--- src/rtl/uart_pkg.sv ---
// uart_pkg: shared types and constants for the UART receive path.
//   UART_DATA_W   character width
//   UART_ENTRY_W  stored entry width: 10 when UART_RX_FIFO_ERR_EN is defined
//                 (data plus parity/framing flags), otherwise 8 (data only)
//   uart_entry_t  {frm_err, par_err, data}
//   UART_DEPTH / UART_AFULL_LVL  default receive buffer geometry
package uart_pkg;

  localparam int UART_DATA_W = 8;
`ifdef UART_RX_FIFO_ERR_EN
  localparam int UART_ENTRY_W = 10;
`else
  localparam int UART_ENTRY_W = 8;
`endif

  localparam int UART_DEPTH     = 16;
  localparam int UART_AFULL_LVL = 12;

  typedef struct packed {
    logic                   frm_err;
    logic                   par_err;
    logic [UART_DATA_W-1:0] data;
  } uart_entry_t;

  // Width of an occupancy counter that must represent 0..depth inclusive.
  function automatic int uart_cnt_w(input int depth);
    return $clog2(depth) + 1;
  endfunction

endpackage

--- src/rtl/uart_rx_fifo_if.sv ---
// uart_rx_fifo_if: receive buffer bus.
//   Write side (from the UART receiver): wr_en, wr_data, wr_par_err, wr_frm_err
//   Read side (register bank): rd_en, clr_ovf in; rd_data, rd_par_err,
//   rd_frm_err, rd_valid, empty, full, afull, count, overflow out.
//   master: receiver/register bank side.  slave: the buffer itself.
interface uart_rx_fifo_if #(parameter int DEPTH = uart_pkg::UART_DEPTH);

  localparam int CW = uart_pkg::uart_cnt_w(DEPTH);

  logic          wr_en;
  logic [7:0]    wr_data;
  logic          wr_par_err;
  logic          wr_frm_err;
  logic          rd_en;
  logic          clr_ovf;
  logic [7:0]    rd_data;
  logic          rd_par_err;
  logic          rd_frm_err;
  logic          rd_valid;
  logic          empty;
  logic          full;
  logic          afull;
  logic [CW-1:0] count;
  logic          overflow;

  modport master (
    output wr_en, wr_data, wr_par_err, wr_frm_err, rd_en, clr_ovf,
    input  rd_data, rd_par_err, rd_frm_err, rd_valid,
           empty, full, afull, count, overflow
  );

  modport slave (
    input  wr_en, wr_data, wr_par_err, wr_frm_err, rd_en, clr_ovf,
    output rd_data, rd_par_err, rd_frm_err, rd_valid,
           empty, full, afull, count, overflow
  );

endinterface

--- src/rtl/uart_fifo_ram.sv ---
// uart_fifo_ram: simple dual-port storage, one write port, registered read port.
//   clk, rst          clock, async active-high reset (read register only)
//   we, waddr, wdata  write port
//   re, raddr, rdata  read port; rdata updates only when re, holds otherwise
// A same-edge read and write to one address returns the old contents.
module uart_fifo_ram #(
  parameter int W     = 8,
  parameter int DEPTH = 16,
  parameter int AW    = $clog2(DEPTH)
) (
  input  logic          clk,
  input  logic          rst,
  input  logic          we,
  input  logic [AW-1:0] waddr,
  input  logic [W-1:0]  wdata,
  input  logic          re,
  input  logic [AW-1:0] raddr,
  output logic [W-1:0]  rdata
);

  logic [W-1:0] mem [DEPTH];

  // Array is deliberately not reset.
  always_ff @(posedge clk)
    if (we) mem[waddr] <= wdata;

  always_ff @(posedge clk or posedge rst)
    if (rst)     rdata <= '0;
    else if (re) rdata <= mem[raddr];

endmodule

--- src/rtl/uart_rx_fifo.sv ---
// uart_rx_fifo: receive character buffer between the UART receiver and the
// APB register bank.
//   clk, rst  clock, async active-high reset
//   bus       uart_rx_fifo_if.slave (write strobe, pop, status, overflow)
// Build option: UART_RX_FIFO_ERR_EN stores parity/framing flags per entry;
// without it entries are data only and rd_par_err/rd_frm_err read 0.
module uart_rx_fifo
  import uart_pkg::*;
#(
  parameter int DEPTH     = UART_DEPTH,
  parameter int AFULL_LVL = UART_AFULL_LVL
) (
  input  logic           clk,
  input  logic           rst,
  uart_rx_fifo_if.slave  bus
);

  localparam int AW = $clog2(DEPTH);
  localparam int CW = uart_cnt_w(DEPTH);

  logic [AW-1:0] wptr, rptr;
  logic [CW-1:0] cnt;
  logic          rvld;
  logic          ovf;
  logic          is_empty, is_full;
  logic          wr_acc, rd_acc, wr_drop;

  assign is_empty = (cnt == '0);
  assign is_full  = (cnt == CW'(DEPTH));

  // A pop frees the slot in the same edge, so a full buffer still accepts a
  // write when paired with a read. Empty is judged before the edge, so a
  // write into an empty buffer never satisfies a same-cycle read.
  assign rd_acc  = bus.rd_en && !is_empty;
  assign wr_acc  = bus.wr_en && (!is_full || bus.rd_en);
  assign wr_drop = bus.wr_en && is_full && !bus.rd_en;

  always_ff @(posedge clk or posedge rst) begin
    if (rst) begin
      wptr <= '0;
      rptr <= '0;
      cnt  <= '0;
      rvld <= 1'b0;
      ovf  <= 1'b0;
    end else begin
      rvld <= rd_acc;
      if (wr_acc) wptr <= wptr + AW'(1);
      if (rd_acc) rptr <= rptr + AW'(1);
      if (wr_acc && !rd_acc)      cnt <= cnt + CW'(1);
      else if (rd_acc && !wr_acc) cnt <= cnt - CW'(1);
      // Drop wins over clear in the same cycle.
      if (wr_drop)          ovf <= 1'b1;
      else if (bus.clr_ovf) ovf <= 1'b0;
    end
  end

`ifdef UART_RX_FIFO_ERR_EN
  uart_entry_t wr_ent, rd_ent;

  assign wr_ent = '{frm_err: bus.wr_frm_err, par_err: bus.wr_par_err, data: bus.wr_data};

  uart_fifo_ram #(.W(UART_ENTRY_W), .DEPTH(DEPTH)) u_ram (
    .clk   (clk),
    .rst   (rst),
    .we    (wr_acc),
    .waddr (wptr),
    .wdata (wr_ent),
    .re    (rd_acc),
    .raddr (rptr),
    .rdata (rd_ent)
  );

  assign bus.rd_data    = rd_ent.data;
  assign bus.rd_par_err = rd_ent.par_err;
  assign bus.rd_frm_err = rd_ent.frm_err;
`else
  logic [UART_ENTRY_W-1:0] rd_raw;
  logic                    err_unused;

  assign err_unused = bus.wr_par_err ^ bus.wr_frm_err;

  uart_fifo_ram #(.W(UART_ENTRY_W), .DEPTH(DEPTH)) u_ram (
    .clk   (clk),
    .rst   (rst),
    .we    (wr_acc),
    .waddr (wptr),
    .wdata (bus.wr_data),
    .re    (rd_acc),
    .raddr (rptr),
    .rdata (rd_raw)
  );

  assign bus.rd_data    = rd_raw;
  assign bus.rd_par_err = 1'b0;
  assign bus.rd_frm_err = 1'b0;
`endif

  assign bus.rd_valid = rvld;
  assign bus.count    = cnt;
  assign bus.empty    = is_empty;
  assign bus.full     = is_full;
  assign bus.afull    = (cnt >= CW'(AFULL_LVL));
  assign bus.overflow = ovf;

endmodule

--- src/flat_wrapper.sv ---
// flat-port wrapper written by rule: the top's interface ports become plain ports
module uart_rx_fifo_flat import uart_pkg::*;
#(
  parameter int DEPTH     = UART_DEPTH,
  parameter int AFULL_LVL = UART_AFULL_LVL
)
  (clk, rst, bus_wr_en, bus_wr_data, bus_wr_par_err, bus_wr_frm_err, bus_rd_en, bus_clr_ovf, bus_rd_data, bus_rd_par_err, bus_rd_frm_err, bus_rd_valid, bus_empty, bus_full, bus_afull, bus_count, bus_overflow);
  uart_rx_fifo_if #(.DEPTH(DEPTH)) bus_i ();
  input  logic clk;
  input  logic rst;
  input wire logic [$bits(bus_i.wr_en)-1:0] bus_wr_en;
  input wire logic [$bits(bus_i.wr_data)-1:0] bus_wr_data;
  input wire logic [$bits(bus_i.wr_par_err)-1:0] bus_wr_par_err;
  input wire logic [$bits(bus_i.wr_frm_err)-1:0] bus_wr_frm_err;
  input wire logic [$bits(bus_i.rd_en)-1:0] bus_rd_en;
  input wire logic [$bits(bus_i.clr_ovf)-1:0] bus_clr_ovf;
  output wire logic [$bits(bus_i.rd_data)-1:0] bus_rd_data;
  output wire logic [$bits(bus_i.rd_par_err)-1:0] bus_rd_par_err;
  output wire logic [$bits(bus_i.rd_frm_err)-1:0] bus_rd_frm_err;
  output wire logic [$bits(bus_i.rd_valid)-1:0] bus_rd_valid;
  output wire logic [$bits(bus_i.empty)-1:0] bus_empty;
  output wire logic [$bits(bus_i.full)-1:0] bus_full;
  output wire logic [$bits(bus_i.afull)-1:0] bus_afull;
  output wire logic [$bits(bus_i.count)-1:0] bus_count;
  output wire logic [$bits(bus_i.overflow)-1:0] bus_overflow;
  assign bus_i.wr_en = bus_wr_en;
  assign bus_i.wr_data = bus_wr_data;
  assign bus_i.wr_par_err = bus_wr_par_err;
  assign bus_i.wr_frm_err = bus_wr_frm_err;
  assign bus_i.rd_en = bus_rd_en;
  assign bus_i.clr_ovf = bus_clr_ovf;
  assign bus_rd_data = bus_i.rd_data;
  assign bus_rd_par_err = bus_i.rd_par_err;
  assign bus_rd_frm_err = bus_i.rd_frm_err;
  assign bus_rd_valid = bus_i.rd_valid;
  assign bus_empty = bus_i.empty;
  assign bus_full = bus_i.full;
  assign bus_afull = bus_i.afull;
  assign bus_count = bus_i.count;
  assign bus_overflow = bus_i.overflow;
  uart_rx_fifo #(.DEPTH(DEPTH), .AFULL_LVL(AFULL_LVL)) u_core (.clk(clk), .rst(rst), .bus(bus_i));
endmodule
--- config.mk ---
export PLATFORM = sky130hd
export DESIGN_NAME = uart_rx_fifo_flat
export DESIGN_NICKNAME = d
export VERILOG_FILES = /design/src/rtl/uart_pkg.sv /design/src/rtl/uart_rx_fifo_if.sv /design/src/rtl/uart_fifo_ram.sv /design/src/rtl/uart_rx_fifo.sv /design/src/flat_wrapper.sv
export SDC_FILE = /design/constraint.sdc
export NUM_CORES = 1
export LEC_CHECK = 0
export ABC_AREA = 1
export CORE_MARGIN = 3
export CORE_UTILIZATION = 45
export CTS_CLUSTER_SIZE = 10
export DETAILED_ROUTE_END_ITERATION = 10
export GPL_TIMING_DRIVEN = 0
export PLACE_DENSITY = 0.61
export RECOVER_POWER = 50
export SYNTH_ARGS = -nofsm -noshare
export SYNTH_HDL_FRONTEND = slang
export SYNTH_SLANG_ARGS = --single-unit
--- constraint.sdc ---
create_clock -name clk -period 6.2 [get_ports clk]
set_input_delay 0.62 -clock clk [delete_from_list [all_inputs] [get_ports clk]]
set_output_delay 0.62 -clock clk [all_outputs]
set_load 0.05 [all_outputs]
==> results.cfg <==
[sta]
skew_ns = 0.00922
tns_ns = 0
drv_slew = 0
slew-limit-headroom_pct = 36.9
setup_viol = 0
period_needed_ns = 2.81
rsz0062_at_grt = no
fmax_ghz = 0.356
tightest_slew_ns = 0.945
whs_ns = 0.488
fin_crit_sh_pct = 45.3
hold_violations = 0

[die]
dieArea_um2 = 16600
io-pin-count = 35
start_util_pct = 46.3
core_area_um2 = 14600
rows = 44
fp.dieW_um = 129
dieHeight_um = 129

[detailed_routing]
wire_per_inst_um = 16.9
num_vias = 4625
ant_nets = 0
wl_um = 15500
drc = 0
drt_iter0_markers = 235
drtPass1Iterations = 4
routed_via_density = 5.03

[finish]
fillers = 1278
antenna_cells = 0
area_delta_synth_final_pct = 16.3
drive_gt1_share_pct = 7.89
multi_input_area_um2 = 1700
nets = 749
ff_latch_area_um2 = 4420
finalNonFillerCells = 919

[power_and_ir_drop]
leakage_nw = 3.50
power_density_nw_per_um2 = 485
report.power.total_mw = 3.82
vdd_drop_max_mv = 0.241

[clock_network]
clock_path_buffers = 2
cts-root-buf = clkbuf_16
cts.clk_slew.worst_paths_ns = 0.06
cts_hold_buf = 0
ctsHtreeMaxLevel = 4
cts_resized = 0
cts_buffers = 17
clock_sinks = 151
worstSkewPairLatency_ns = 0.42
cts_tree = done
cts_setup_buffers = 0

[grt]
grt_max_degree = 24
grt_first_pass_wirelength_um = 24800
antenna_found_initial = 0
track_usage_pct = 20.1
grt_pass1_vias = 4637
globalRoute.totalOverflow = 0

[worst_hold_path]
hp-class = reg2reg
holdPathStages = 2
min_to = u_core.u_ram.rdata[4]$_DFFE_PP0P_
hp-start = u_core.u_ram.rdata[4]$_DFFE_PP0P_

[placed_design]
port_buffers = 30
placedCellCount = 889
hpwlAfterDp_um = 10900
finalWeightedCongestion = 0.949

[setup_path]
r2r-start = u_core.bus.count[2]$_DFFE_PP0P_
reg2reg_depth = 14
worst_setup_path_start_kind = input pin
cp_slowest_stage_delay_ns = 0.70
path_max_fanout = 10
rrSetupSlack_ns = 3.39
r2r_end = u_core.bus.count[4]$_DFFE_PP0P_
crit_slowest_cell = nor2_1
critical_path.cell_chain = dlygate4sd3_1 > inv_1 > a21oi_1 > clkbuf_1 > nand2_1 > nor2_1
criticalPathCategory = in2reg
cp.required_ns = 6.24
worst_setup_path_end_kind = register
arrival_ns = 2.86

[logic_synthesis]
synth_area_leaders = edfxtp_1 (57%), nand2_1 (12%), dfrtp_1 (8.5%)
synth_edf_count = 128
syn_inst = 674
ys_seq_area_share_pct = 65.2
ys_types = 28
avgSynthCellArea_um2 = 10.1
ys_seq_elements = 151
yosys_warnings = 0
synthFlopType = edfxtp_1
synth_top_area_share_pct = 56.7
synth-async-reset-ratio_pct = 15.2
yosys.area.top_type = edfxtp_1
synth_area_um2 = 6780

[job]
maxCapViolations = 0

[outcome]
status = completed
## critical path: cells and delay by family
| kind | cells | cell delay [ns] |
|---|---|---|
| AOI/OAI and AO/OA | 1 | 0.19 |
| buffers and inverters | 3 | 1.02 |
| and+or+nand+nor | 2 | 1.02 |
## cell type report
cell class	instances	area share, %
Buffer	30	2.41
Clock buffer	20	5.54
Clock inverter	10	1.97
Inverter	121	5.76
Multi-Input combinational cell	373	21.5
Sequential cell	151	56.1
Tap cell	184	2.92
Timing Repair Buffer	30	3.81
## how the worst max path moves through the flow
stage / startpoint / endpoint / cells past startpoint
finish: bus_rd_en / u_core.u_ram.mem[10][7]$_DFFE_PP_ / 6
global placement: bus_rd_en / u_core.bus.count[4]$_DFFE_PP0P_ / 13
global route: u_core.bus.count[2]$_DFFE_PP0P_ / u_core.bus.count[4]$_DFFE_PP0P_ / 14
detailed placement: bus_rd_en / u_core.bus.count[4]$_DFFE_PP0P_ / 13
CTS: u_core.bus.count[2]$_DFFE_PP0P_ / bus_empty / 5
floorplan: u_core.bus.count[2]$_DFFE_PP0P_ / u_core.bus.count[4]$_DFFE_PP0P_ / 14
## cell usage after synthesis (all sizes together) (2+ instances only)
cell type / count
o21ai: 9
dfrtp: 23
inv: 120
buf: 30
nor2: 19
edfxtp: 128
ha: 9
nand3: 101
xnor2: 2
xor2: 6
nand2: 217
a21oi: 3
## flip-flops by register name, summed over array words and instances (netlist names)
register             flops
u_core.u_ram.rdata       8
u_core.u_ram.mem       128
u_core.bus.count         5
u_core.bus.rd_valid      1
u_core.wptr              4
u_core.bus.overflow      1
u_core.rptr              4
## cell usage in the layout, fill, tap and decap left out, types with 4 or more instances in the layout
master           count
nand2_1            217
edfxtp_1           128
inv_1              116
nand3_1            101
dfrtp_1             23
clkdlybuf4s50_1     20
nor2_1              19
buf_2               17
clkbuf_16           17
dlygate4sd3_1       10
ha_1                 9
clkbuf_1             6
buf_6                6
xor2_1               6
o21ai_0              6
inv_2                4
bufinv_16            4
## cells by family (layout without fill, tap and decap cells)
family	Yosys count	count (layout)	synth area share [%]
AOI/OAI and AO/OA	14	14	1.20
xor gates and xnor gates	8	8	1.03
adders and majority gates	10	10	1.96
buffers and inverters	151	211	9.72
DFF	151	151	65.2
other	1	2	0.0553
and+or+nand+nor	339	339	20.9
## report_power, final
| part | internal, mW | switching [mW] | total [mW] |
|---|---|---|---|
| sequential | 1.26 | 0.0772 | 1.33 |
| clock | 0.665 | 0.377 | 1.04 |
| combinational | 0.459 | 0.991 | 1.45 |
## metal layers
layer  vias to the layer above  wire length [um]  GRT usage, %
met3                        24               806          4.69
met1                      2217              6940          26.9
met5                         -                 0             0
met2                       138              7420          32.0
li1                       2246                 -             -
met4                         0               328          7.91
## metrics by stage
step	setup WS [ns]	utilization, %	instance area [um^2]
final	3.39	53.8	7880
after detailed placement	3.36	50.0	7320
after global placement	3.38	50.0	7320
after global routing	3.12	53.8	7880
after floorplan	3.40	-	6790
after CTS	3.37	54.0	7910
Note: power is estimated with default switching activity, not from simulation.
